## src/rtl/gps_nmea_rx_if.sv

```systemverilog
// Host-side byte stream of gps_nmea_rx: FIFO head byte with a valid/ready handshake.
// master = byte producer (gps_nmea_rx), slave = host consumer.
interface gps_nmea_rx_if;
    logic [7:0] rd_data;
    logic       rd_valid;
    logic       rd_ready;

    modport master (output rd_data, output rd_valid, input rd_ready);
    modport slave  (input rd_data, input rd_valid, output rd_ready);
endinterface

```

## src/rtl/gps_nmea_rx.sv

```systemverilog
// ZED-F9P receive path: 8N1 UART, NMEA sentence framer and FWFT byte FIFO.
// Optional macro GPS_NMEA_CHECKSUM_EN enables the XOR checksum compare at <LF>.
module gps_nmea_rx #(
    parameter int CLK_HZ     = 100000000,
    parameter int BAUD       = 38400,
    parameter int FIFO_DEPTH = 16,
    parameter int MAX_LEN    = 82
) (
    input  logic              clk,
    input  logic              reset,
    input  logic              gps_rx,
    gps_nmea_rx_if.master     rd,
    output logic              sentence_done,
    output logic              sentence_err,
    output logic              framing_err,
    output logic              overflow
);
    localparam int CLKS_PER_BIT = CLK_HZ / BAUD;
    localparam int HALF_BIT     = CLKS_PER_BIT / 2;
    localparam int CW           = $clog2(CLKS_PER_BIT + 1);
    localparam int AW           = $clog2(FIFO_DEPTH);
    localparam int LW           = $clog2(MAX_LEN + 1);

    localparam logic [7:0] CH_DOLLAR = 8'h24;
    localparam logic [7:0] CH_STAR   = 8'h2A;
    localparam logic [7:0] CH_CR     = 8'h0D;
    localparam logic [7:0] CH_LF     = 8'h0A;

    typedef enum logic [2:0] {U_IDLE = 3'd0, U_START = 3'd1, U_DATA = 3'd2,
                              U_STOP = 3'd3, U_BREAK = 3'd4} u_state_t;
    typedef enum logic [2:0] {P_HUNT = 3'd0, P_BODY = 3'd1, P_CK1 = 3'd2,
                              P_CK2 = 3'd3, P_CR = 3'd4, P_LF = 3'd5} p_state_t;

    function automatic logic hex_valid(input logic [7:0] c);
        return ((c >= 8'h30) && (c <= 8'h39)) || ((c >= 8'h41) && (c <= 8'h46));
    endfunction

`ifdef GPS_NMEA_CHECKSUM_EN
    function automatic logic [3:0] hex_value(input logic [7:0] c);
        if (c <= 8'h39) return c[3:0];
        else            return c[3:0] + 4'd9;
    endfunction

    logic [7:0] csum_q, csum_d, ck_q, ck_d;
`endif

    logic          sync1_q, sync1_d, sync2_q, sync2_d, rx_prev_q, rx_prev_d;
    u_state_t      u_state_q, u_state_d;
    logic [CW-1:0] cnt_q, cnt_d;
    logic [2:0]    bit_q, bit_d;
    logic [7:0]    shift_q, shift_d;
    logic          rx_fall_s, rx_byte_s, frame_s;

    p_state_t      p_state_q, p_state_d;
    logic [LW-1:0] len_q, len_d;
    logic          push_q, push_d, done_q, done_d, err_q, err_d, ferr_q, ferr_d;
    logic [7:0]    push_data_q, push_data_d;
    logic          is_dollar_s, is_star_s, is_cr_s, is_lf_s, hex_ok_s, len_full_s, csum_ok_s;

    logic [7:0]    mem_q [FIFO_DEPTH];
    logic [AW:0]   wr_ptr_q, wr_ptr_d, rd_ptr_q, rd_ptr_d;
    logic          ovf_q, ovf_d;
    logic          rd_valid_s, full_s, pop_s, wr_en_s, drop_s;

    // Synchroniser chain; all stages clear to 0 so a line already low after reset never looks like an edge.
    always_comb begin
        sync1_d   = gps_rx;
        sync2_d   = sync1_q;
        rx_prev_d = sync2_q;
    end

    assign rx_fall_s = rx_prev_q & ~sync2_q;

    // UART next-state and bit-timing datapath.
    always_comb begin
        u_state_d = u_state_q;
        cnt_d     = cnt_q + CW'(1);
        bit_d     = bit_q;
        shift_d   = shift_q;
        case (u_state_q)
            U_IDLE: begin
                cnt_d = '0;
                if (rx_fall_s) u_state_d = U_START;
                else           u_state_d = U_IDLE;
            end
            U_START: begin
                if (cnt_q == CW'(HALF_BIT - 1)) begin
                    cnt_d = '0;
                    bit_d = 3'd0;
                    if (!sync2_q) u_state_d = U_DATA;
                    else          u_state_d = U_IDLE;
                end else begin
                    u_state_d = U_START;
                end
            end
            U_DATA: begin
                if (cnt_q == CW'(CLKS_PER_BIT - 1)) begin
                    cnt_d   = '0;
                    shift_d = {sync2_q, shift_q[7:1]};
                    bit_d   = bit_q + 3'd1;
                    if (bit_q == 3'd7) u_state_d = U_STOP;
                    else               u_state_d = U_DATA;
                end else begin
                    u_state_d = U_DATA;
                end
            end
            U_STOP: begin
                if (cnt_q == CW'(CLKS_PER_BIT - 1)) begin
                    cnt_d = '0;
                    if (sync2_q) u_state_d = U_IDLE;
                    else         u_state_d = U_BREAK;
                end else begin
                    u_state_d = U_STOP;
                end
            end
            U_BREAK: begin
                cnt_d = '0;
                if (sync2_q) u_state_d = U_IDLE;
                else         u_state_d = U_BREAK;
            end
            default: begin
                cnt_d     = '0;
                u_state_d = U_IDLE;
            end
        endcase
    end

    // UART outputs: byte strobe or framing error in the stop-sample cycle.
    always_comb begin
        rx_byte_s = 1'b0;
        frame_s   = 1'b0;
        if ((u_state_q == U_STOP) && (cnt_q == CW'(CLKS_PER_BIT - 1))) begin
            rx_byte_s = sync2_q;
            frame_s   = ~sync2_q;
        end else begin
            rx_byte_s = 1'b0;
            frame_s   = 1'b0;
        end
    end

    assign is_dollar_s = (shift_q == CH_DOLLAR);
    assign is_star_s   = (shift_q == CH_STAR);
    assign is_cr_s     = (shift_q == CH_CR);
    assign is_lf_s     = (shift_q == CH_LF);
    assign hex_ok_s    = hex_valid(shift_q);
    assign len_full_s  = (len_q == LW'(MAX_LEN));
`ifdef GPS_NMEA_CHECKSUM_EN
    assign csum_ok_s   = (ck_q == csum_q);
`else
    assign csum_ok_s   = 1'b1;
`endif

    // Parser next state; a dropped push or a framing error abandons the sentence.
    always_comb begin
        p_state_d = p_state_q;
        if (drop_s || frame_s) begin
            p_state_d = P_HUNT;
        end else if (rx_byte_s) begin
            if (is_dollar_s)                p_state_d = P_BODY;
            else if (p_state_q == P_HUNT)   p_state_d = P_HUNT;
            else if (len_full_s)            p_state_d = P_HUNT;
            else begin
                case (p_state_q)
                    P_BODY:  p_state_d = is_star_s ? P_CK1 : P_BODY;
                    P_CK1:   p_state_d = hex_ok_s ? P_CK2 : P_HUNT;
                    P_CK2:   p_state_d = hex_ok_s ? P_CR : P_HUNT;
                    P_CR:    p_state_d = is_cr_s ? P_LF : P_HUNT;
                    P_LF:    p_state_d = P_HUNT;
                    default: p_state_d = P_HUNT;
                endcase
            end
        end else begin
            p_state_d = p_state_q;
        end
    end

    // Parser outputs: push request, status pulses, length and checksum bookkeeping.
    always_comb begin
        push_d      = 1'b0;
        push_data_d = shift_q;
        done_d      = 1'b0;
        err_d       = 1'b0;
        len_d       = len_q;
        ferr_d      = frame_s;
`ifdef GPS_NMEA_CHECKSUM_EN
        csum_d      = csum_q;
        ck_d        = ck_q;
`endif
        if (frame_s) begin
            err_d = (p_state_q != P_HUNT);
        end else if (rx_byte_s) begin
            if (is_dollar_s) begin
                err_d  = (p_state_q != P_HUNT);
                push_d = 1'b1;
                len_d  = LW'(1);
`ifdef GPS_NMEA_CHECKSUM_EN
                csum_d = 8'h00;
`endif
            end else if (p_state_q == P_HUNT) begin
                push_d = 1'b0;
            end else if (len_full_s) begin
                err_d = 1'b1;
            end else begin
                len_d = len_q + LW'(1);
                case (p_state_q)
                    P_BODY: begin
                        push_d = 1'b1;
`ifdef GPS_NMEA_CHECKSUM_EN
                        if (!is_star_s) csum_d = csum_q ^ shift_q;
                        else            csum_d = csum_q;
`endif
                    end
                    P_CK1: begin
                        push_d = hex_ok_s;
                        err_d  = ~hex_ok_s;
`ifdef GPS_NMEA_CHECKSUM_EN
                        ck_d   = {hex_value(shift_q), ck_q[3:0]};
`endif
                    end
                    P_CK2: begin
                        push_d = hex_ok_s;
                        err_d  = ~hex_ok_s;
`ifdef GPS_NMEA_CHECKSUM_EN
                        ck_d   = {ck_q[7:4], hex_value(shift_q)};
`endif
                    end
                    P_CR: begin
                        push_d = is_cr_s;
                        err_d  = ~is_cr_s;
                    end
                    P_LF: begin
                        push_d = is_lf_s;
                        done_d = is_lf_s & csum_ok_s;
                        err_d  = ~(is_lf_s & csum_ok_s);
                    end
                    default: err_d = 1'b1;
                endcase
            end
        end else begin
            push_d = 1'b0;
        end
    end

    // FIFO pointer control; a full push survives only alongside a pop.
    always_comb begin
        pop_s    = rd_valid_s & rd.rd_ready;
        wr_en_s  = push_q & (~full_s | pop_s);
        drop_s   = push_q & full_s & ~pop_s;
        wr_ptr_d = wr_ptr_q;
        rd_ptr_d = rd_ptr_q;
        if (wr_en_s) wr_ptr_d = wr_ptr_q + (AW+1)'(1);
        else         wr_ptr_d = wr_ptr_q;
        if (pop_s)   rd_ptr_d = rd_ptr_q + (AW+1)'(1);
        else         rd_ptr_d = rd_ptr_q;
        ovf_d = ovf_q | drop_s;
    end

    assign rd_valid_s  = (wr_ptr_q != rd_ptr_q);
    assign full_s      = (wr_ptr_q[AW] != rd_ptr_q[AW]) && (wr_ptr_q[AW-1:0] == rd_ptr_q[AW-1:0]);
    assign rd.rd_valid = rd_valid_s;
    assign rd.rd_data  = rd_valid_s ? mem_q[rd_ptr_q[AW-1:0]] : 8'h00;

    // A drop is only known in the write cycle, so it overrides the registered pulse there.
    assign sentence_done = done_q & ~drop_s;
    assign sentence_err  = err_q | drop_s;
    assign framing_err   = ferr_q;
    assign overflow      = ovf_q;

    // State registers with synchronous reset.
    always_ff @(posedge clk) begin
        if (reset) begin
            sync1_q     <= 1'b0;
            sync2_q     <= 1'b0;
            rx_prev_q   <= 1'b0;
            u_state_q   <= U_IDLE;
            cnt_q       <= '0;
            bit_q       <= 3'd0;
            shift_q     <= 8'h00;
            p_state_q   <= P_HUNT;
            len_q       <= '0;
            push_q      <= 1'b0;
            push_data_q <= 8'h00;
            done_q      <= 1'b0;
            err_q       <= 1'b0;
            ferr_q      <= 1'b0;
            wr_ptr_q    <= '0;
            rd_ptr_q    <= '0;
            ovf_q       <= 1'b0;
`ifdef GPS_NMEA_CHECKSUM_EN
            csum_q      <= 8'h00;
            ck_q        <= 8'h00;
`endif
        end else begin
            sync1_q     <= sync1_d;
            sync2_q     <= sync2_d;
            rx_prev_q   <= rx_prev_d;
            u_state_q   <= u_state_d;
            cnt_q       <= cnt_d;
            bit_q       <= bit_d;
            shift_q     <= shift_d;
            p_state_q   <= p_state_d;
            len_q       <= len_d;
            push_q      <= push_d;
            push_data_q <= push_data_d;
            done_q      <= done_d;
            err_q       <= err_d;
            ferr_q      <= ferr_d;
            wr_ptr_q    <= wr_ptr_d;
            rd_ptr_q    <= rd_ptr_d;
            ovf_q       <= ovf_d;
`ifdef GPS_NMEA_CHECKSUM_EN
            csum_q      <= csum_d;
            ck_q        <= ck_d;
`endif
        end
    end

    // FIFO storage, not reset: rd_data is masked while empty.
    always_ff @(posedge clk) begin
        if (wr_en_s) mem_q[wr_ptr_q[AW-1:0]] <= push_data_q;
    end
endmodule

```

## src/flat_wrapper.sv

```systemverilog
// flat-port wrapper written by rule: the top's interface ports become plain ports
module gps_nmea_rx_flat 
#(
    parameter int CLK_HZ     = 100000000,
    parameter int BAUD       = 38400,
    parameter int FIFO_DEPTH = 16,
    parameter int MAX_LEN    = 82
)
  (clk, reset, gps_rx, sentence_done, sentence_err, framing_err, overflow, rd_rd_data, rd_rd_valid, rd_rd_ready);
  gps_nmea_rx_if rd_i ();
  input  logic clk;
  input  logic reset;
  input  logic gps_rx;
  output logic sentence_done;
  output logic sentence_err;
  output logic framing_err;
  output logic overflow;
  output wire logic [$bits(rd_i.rd_data)-1:0] rd_rd_data;
  output wire logic [$bits(rd_i.rd_valid)-1:0] rd_rd_valid;
  input wire logic [$bits(rd_i.rd_ready)-1:0] rd_rd_ready;
  assign rd_rd_data = rd_i.rd_data;
  assign rd_rd_valid = rd_i.rd_valid;
  assign rd_i.rd_ready = rd_rd_ready;
  gps_nmea_rx #(.CLK_HZ(CLK_HZ), .BAUD(BAUD), .FIFO_DEPTH(FIFO_DEPTH), .MAX_LEN(MAX_LEN)) u_core (.clk(clk), .reset(reset), .gps_rx(gps_rx), .rd(rd_i), .sentence_done(sentence_done), .sentence_err(sentence_err), .framing_err(framing_err), .overflow(overflow));
endmodule
```

## config.mk

```make
export PLATFORM = sky130hd
export DESIGN_NAME = gps_nmea_rx_flat
export DESIGN_NICKNAME = d
export VERILOG_FILES = /design/src/rtl/gps_nmea_rx_if.sv /design/src/rtl/gps_nmea_rx.sv /design/src/flat_wrapper.sv
export SDC_FILE = /design/constraint.sdc
export NUM_CORES = 1
export LEC_CHECK = 0
export ABC_CLOCK_PERIOD_IN_PS = 2800
export CAP_MARGIN = 25
export CORE_MARGIN = 2
export CORE_UTILIZATION = 55
export CTS_CLUSTER_SIZE = 14
export DETAILED_ROUTE_END_ITERATION = 6
export PLACE_DENSITY = 0.77
export SYNTH_ARGS = -nofsm -noshare
export SYNTH_HDL_FRONTEND = slang
export SYNTH_SLANG_ARGS = --single-unit
```

## constraint.sdc

```tcl
create_clock -name clk -period 2.8 [get_ports clk]
set_input_delay 0.7 -clock clk [delete_from_list [all_inputs] [get_ports clk]]
set_output_delay 0.7 -clock clk [all_outputs]
set_load 0.02 [all_outputs]
```

==> flow_metrics.env <==
export IMPL_drc=0
export IMPL_worst_pin_slew_ns=0.643
export IMPL_timing_final_crit_share_pct=108
export IMPL_floorplan_rows=44
export IMPL_die_y_um=125
export IMPL_avgSynthCellArea_sq_um=14.6
export IMPL_yosysTopAreaCell="edfxtp_1"
export IMPL_cts_buffers=17
export IMPL_ys_seq_elements=194
export IMPL_clk_insertion_delay_late_ns=0.43
export IMPL_finClkSkew_ns=0.00913
export IMPL_postSynthCellCount=548
export IMPL_power_total_mw=5.38
export IMPL_port_buffers=16
export IMPL_slew_violations=0
export IMPL_routedWlPerCell_um=19.5
export IMPL_setup_viol=8
export IMPL_die_x_um=125
export IMPL_post_place_ws_ns=-0.177
export IMPL_ios=17
export IMPL_drv_cap=0
export IMPL_core_sq_mm=0.0144
export IMPL_synth_distinct_cells=56
export IMPL_synth_top_cells_by_area="edfxtp_1 (48%), dfxtp_1 (17%), mux4_2 (11%)"
export IMPL_vias=4665
export IMPL_grt_use_met1_pct=26.7
export IMPL_area_growth_pct=17.0
export IMPL_synthArstFlopShare_pct=0
export IMPL_synth_edf_count=128
export IMPL_syn_area_sq_mm=0.00800
export IMPL_worstSetupPathType="flop to output pin"
export IMPL_grt_usage_pct=21.0
export IMPL_dp_hpwl_mm=10.2
export IMPL_grt_use_met3_pct=4.73
export IMPL_first_pass_iters=5
export IMPL_arrival_ns=2.33
export IMPL_antenna_found_initial=0
export IMPL_top_usage_layer="met2"
export IMPL_cts_tree="yes"
export IMPL_cts_buffer_depth=2
export IMPL_drive_gt1_share_pct=23.0
export IMPL_cp_max_fo=8
export IMPL_grt_setup_unrepaired="yes"
export IMPL_first_global_vias=4603
export IMPL_synth_ff_type="edfxtp_1"
export IMPL_diodes=0
export IMPL_synth_top_cell_area_share_pct=48.1
export IMPL_cp_end_kind="output pin"
export IMPL_timing_final_ws_setup_ns=-0.234
export IMPL_start_kind="flop"
export IMPL_clk_pin_slew_worst_paths_ns=0.07
export IMPL_hold_viol_final=0
export IMPL_violations="setup timing"
export IMPL_hold_class="flop to flop"
export IMPL_syn_nets=563
export IMPL_grt_overflow=0
export IMPL_cts_htree_levels=4
export IMPL_power_leakage_nw=3.17
export IMPL_initialDrtViolationCount=317
export IMPL_status="complete, but fails checks"
export IMPL_max_freq_mhz=330
export IMPL_grt_max_degree=33
export IMPL_cts_sinks=194
export IMPL_fin_nets=616
export IMPL_wl_mm=15.5
export IMPL_worstPathRequired_ns=2.10
export IMPL_power_density_mw_per_mm2=575
export IMPL_relSlewSlack_pct=56.9
export IMPL_initial_core_util_pct=55.7
export IMPL_grt_pass1_wl_mm=25.0
export IMPL_yosysWarnings=0
export IMPL_gp_congestion=0.825
export IMPL_synth_seq_area_share_pct=64.6
export IMPL_clockRootBuffer="clkbuf_16"
export IMPL_via_per_inst=5.85
export IMPL_die_area_sq_mm=0.0155
export IMPL_met2_usage_pct=36.1
export IMPL_fin_crit_ns=3.03
export IMPL_antenna_left=0
export IMPL_peakVddDrop_uv=410
==> cells by family after synthesis <==
kind of cell             count (synthesis)  share of synthesized area (%)
buffers and inverters                   38                           1.91
flip-flops                             194                           64.6
AO/OA/AOI/OAI                           49                           3.90
adder cells (fa/ha/maj)                 11                           1.72
multiplexers                            54                           13.0
XOR/XNOR                                23                           2.52
AND/OR/NAND/NOR                        179                           12.4
==> state kept, by name, summed over array words and instances (netlist names), named ones only <==
register            cells
u_core.p_state_q        3
u_core.framing_err      1
u_core.wr_ptr_q         5
u_core.mem_q          128
u_core.err_q            1
u_core.bit_q            3
u_core.rx_prev_q        1
u_core.sync1_q          1
u_core.push_data_d      8
u_core.push_data_q      8
u_core.rx_prev_d        1
u_core.cnt_q           12
u_core.rd_ptr_q         5
u_core.push_q           1
u_core.done_q           1
u_core.u_state_q        3
u_core.overflow         1
u_core.len_q            7
==> final cells by class <==
cell class	instances	area, sq um
inverter	15	56.3
fill	986	5010
multi-input combinational	316	2740
tap	184	230
timing repair buffer	57	588
sequential	194	5170
clock buffer	19	433
clock inverter	13	134
==> final timing paths <==
check / startpoint / end / slack, ns / depth (start not counted)
worst max-delay path: flop / rd_rd_data[7] / -0.23 / 6
worst min-delay path: u_core.sync1_q$_SDFF_PP0_ / u_core.rx_prev_d$_SDFF_PP0_ / 0.45 / 1
worst max register to register: u_core.cnt_q[0]$_SDFF_PP0_ / u_core.bit_q[2]$_SDFFE_PP0P_ / 0.42 / 6
worst min register to register: u_core.sync1_q$_SDFF_PP0_ / u_core.rx_prev_d$_SDFF_PP0_ / 0.45 / 1
==> per-stage QoR <==
| step | area, sq um | instances | utilization (%) | hold slack, ns | TNS, ns |
|---|---|---|---|---|---|
| after global routing | 9360 | 798 | 65.1 | 0.482 | -2.27 |
| after detailed placement | 8600 | 758 | 59.8 | 0.438 | -1.58 |
| final | 9360 | 798 | 65.1 | 0.455 | -1.76 |
| after floorplan | 8000 | 548 | - | 0.414 | 0 |
| after global placement | 8600 | 758 | 59.8 | 0.419 | -1.32 |
| after CTS | 9280 | 797 | 64.6 | 0.460 | -2.08 |
==> report_power, final <==
part	total, mW	internal, mW	switching (mW)
combinational	0.0282	0.00906	0.0191
clock	2.33	1.32	1.02
sequential	3.02	3.01	0.00338
==> Yosys cell counts (all sizes together), types with 2 or more instances <==
cell / count
a211oi: 4
a21oi: 17
a31oi: 2
and2: 3
and3: 5
and3b: 3
and4: 3
buf: 9
clkbuf: 14
dfxtp: 66
edfxtp: 128
ha: 11
inv: 14
mux2i: 14
mux4: 40
nand2: 24
nand2b: 7
nand3: 9
nand4: 6
nand4bb: 2
nor2: 54
nor2b: 18
nor3: 16
nor3b: 2
nor4: 2
nor4b: 4
nor4bb: 2
o2111ai: 2
o21ai: 14
or2: 2
or3: 8
or4: 4
xnor2: 11
xor2: 12
==> repair_timing <==
item / 4_1_cts / 5_1_grt
hold buffers: 0 / 0
endpoints found under the setup margin: 11 / 10
gates resized for setup: 50 / 25
gates cloned: 2 / 1
pin swaps: 1 / 3
setup buffers: 5 / 1
==> critical path, stage by stage (launching register included) <==
cell	delay (ns)
dfxtp_4	0.37
buf_12	0.12
buf_12	0.14
mux4_2	0.52
mux4_2	0.49
nor2b_4	0.14
buf_6	0.12
==> layer usage <==
metal / wire length [um] / share of wire [%]
met1: 6430 / 41
met2: 8250 / 53
met3: 658 / 4.2
met4: 208 / 1.3
met5: 0 / 0
==> layout by cell type (no fill, tap or decap), types with 12 or more instances in the layout <==
cell and instances:
nand2_1 24, nor2b_1 12, buf_4 34, dfxtp_1 63, inv_1 14, nor3_1 16
clkbuf_16 18, mux2i_1 14, a21oi_1 17, edfxtp_1 128, mux4_2 40, nor2_1 54
xor2_1 12, o21ai_0 14
Power figures use the tool's default switching activity.
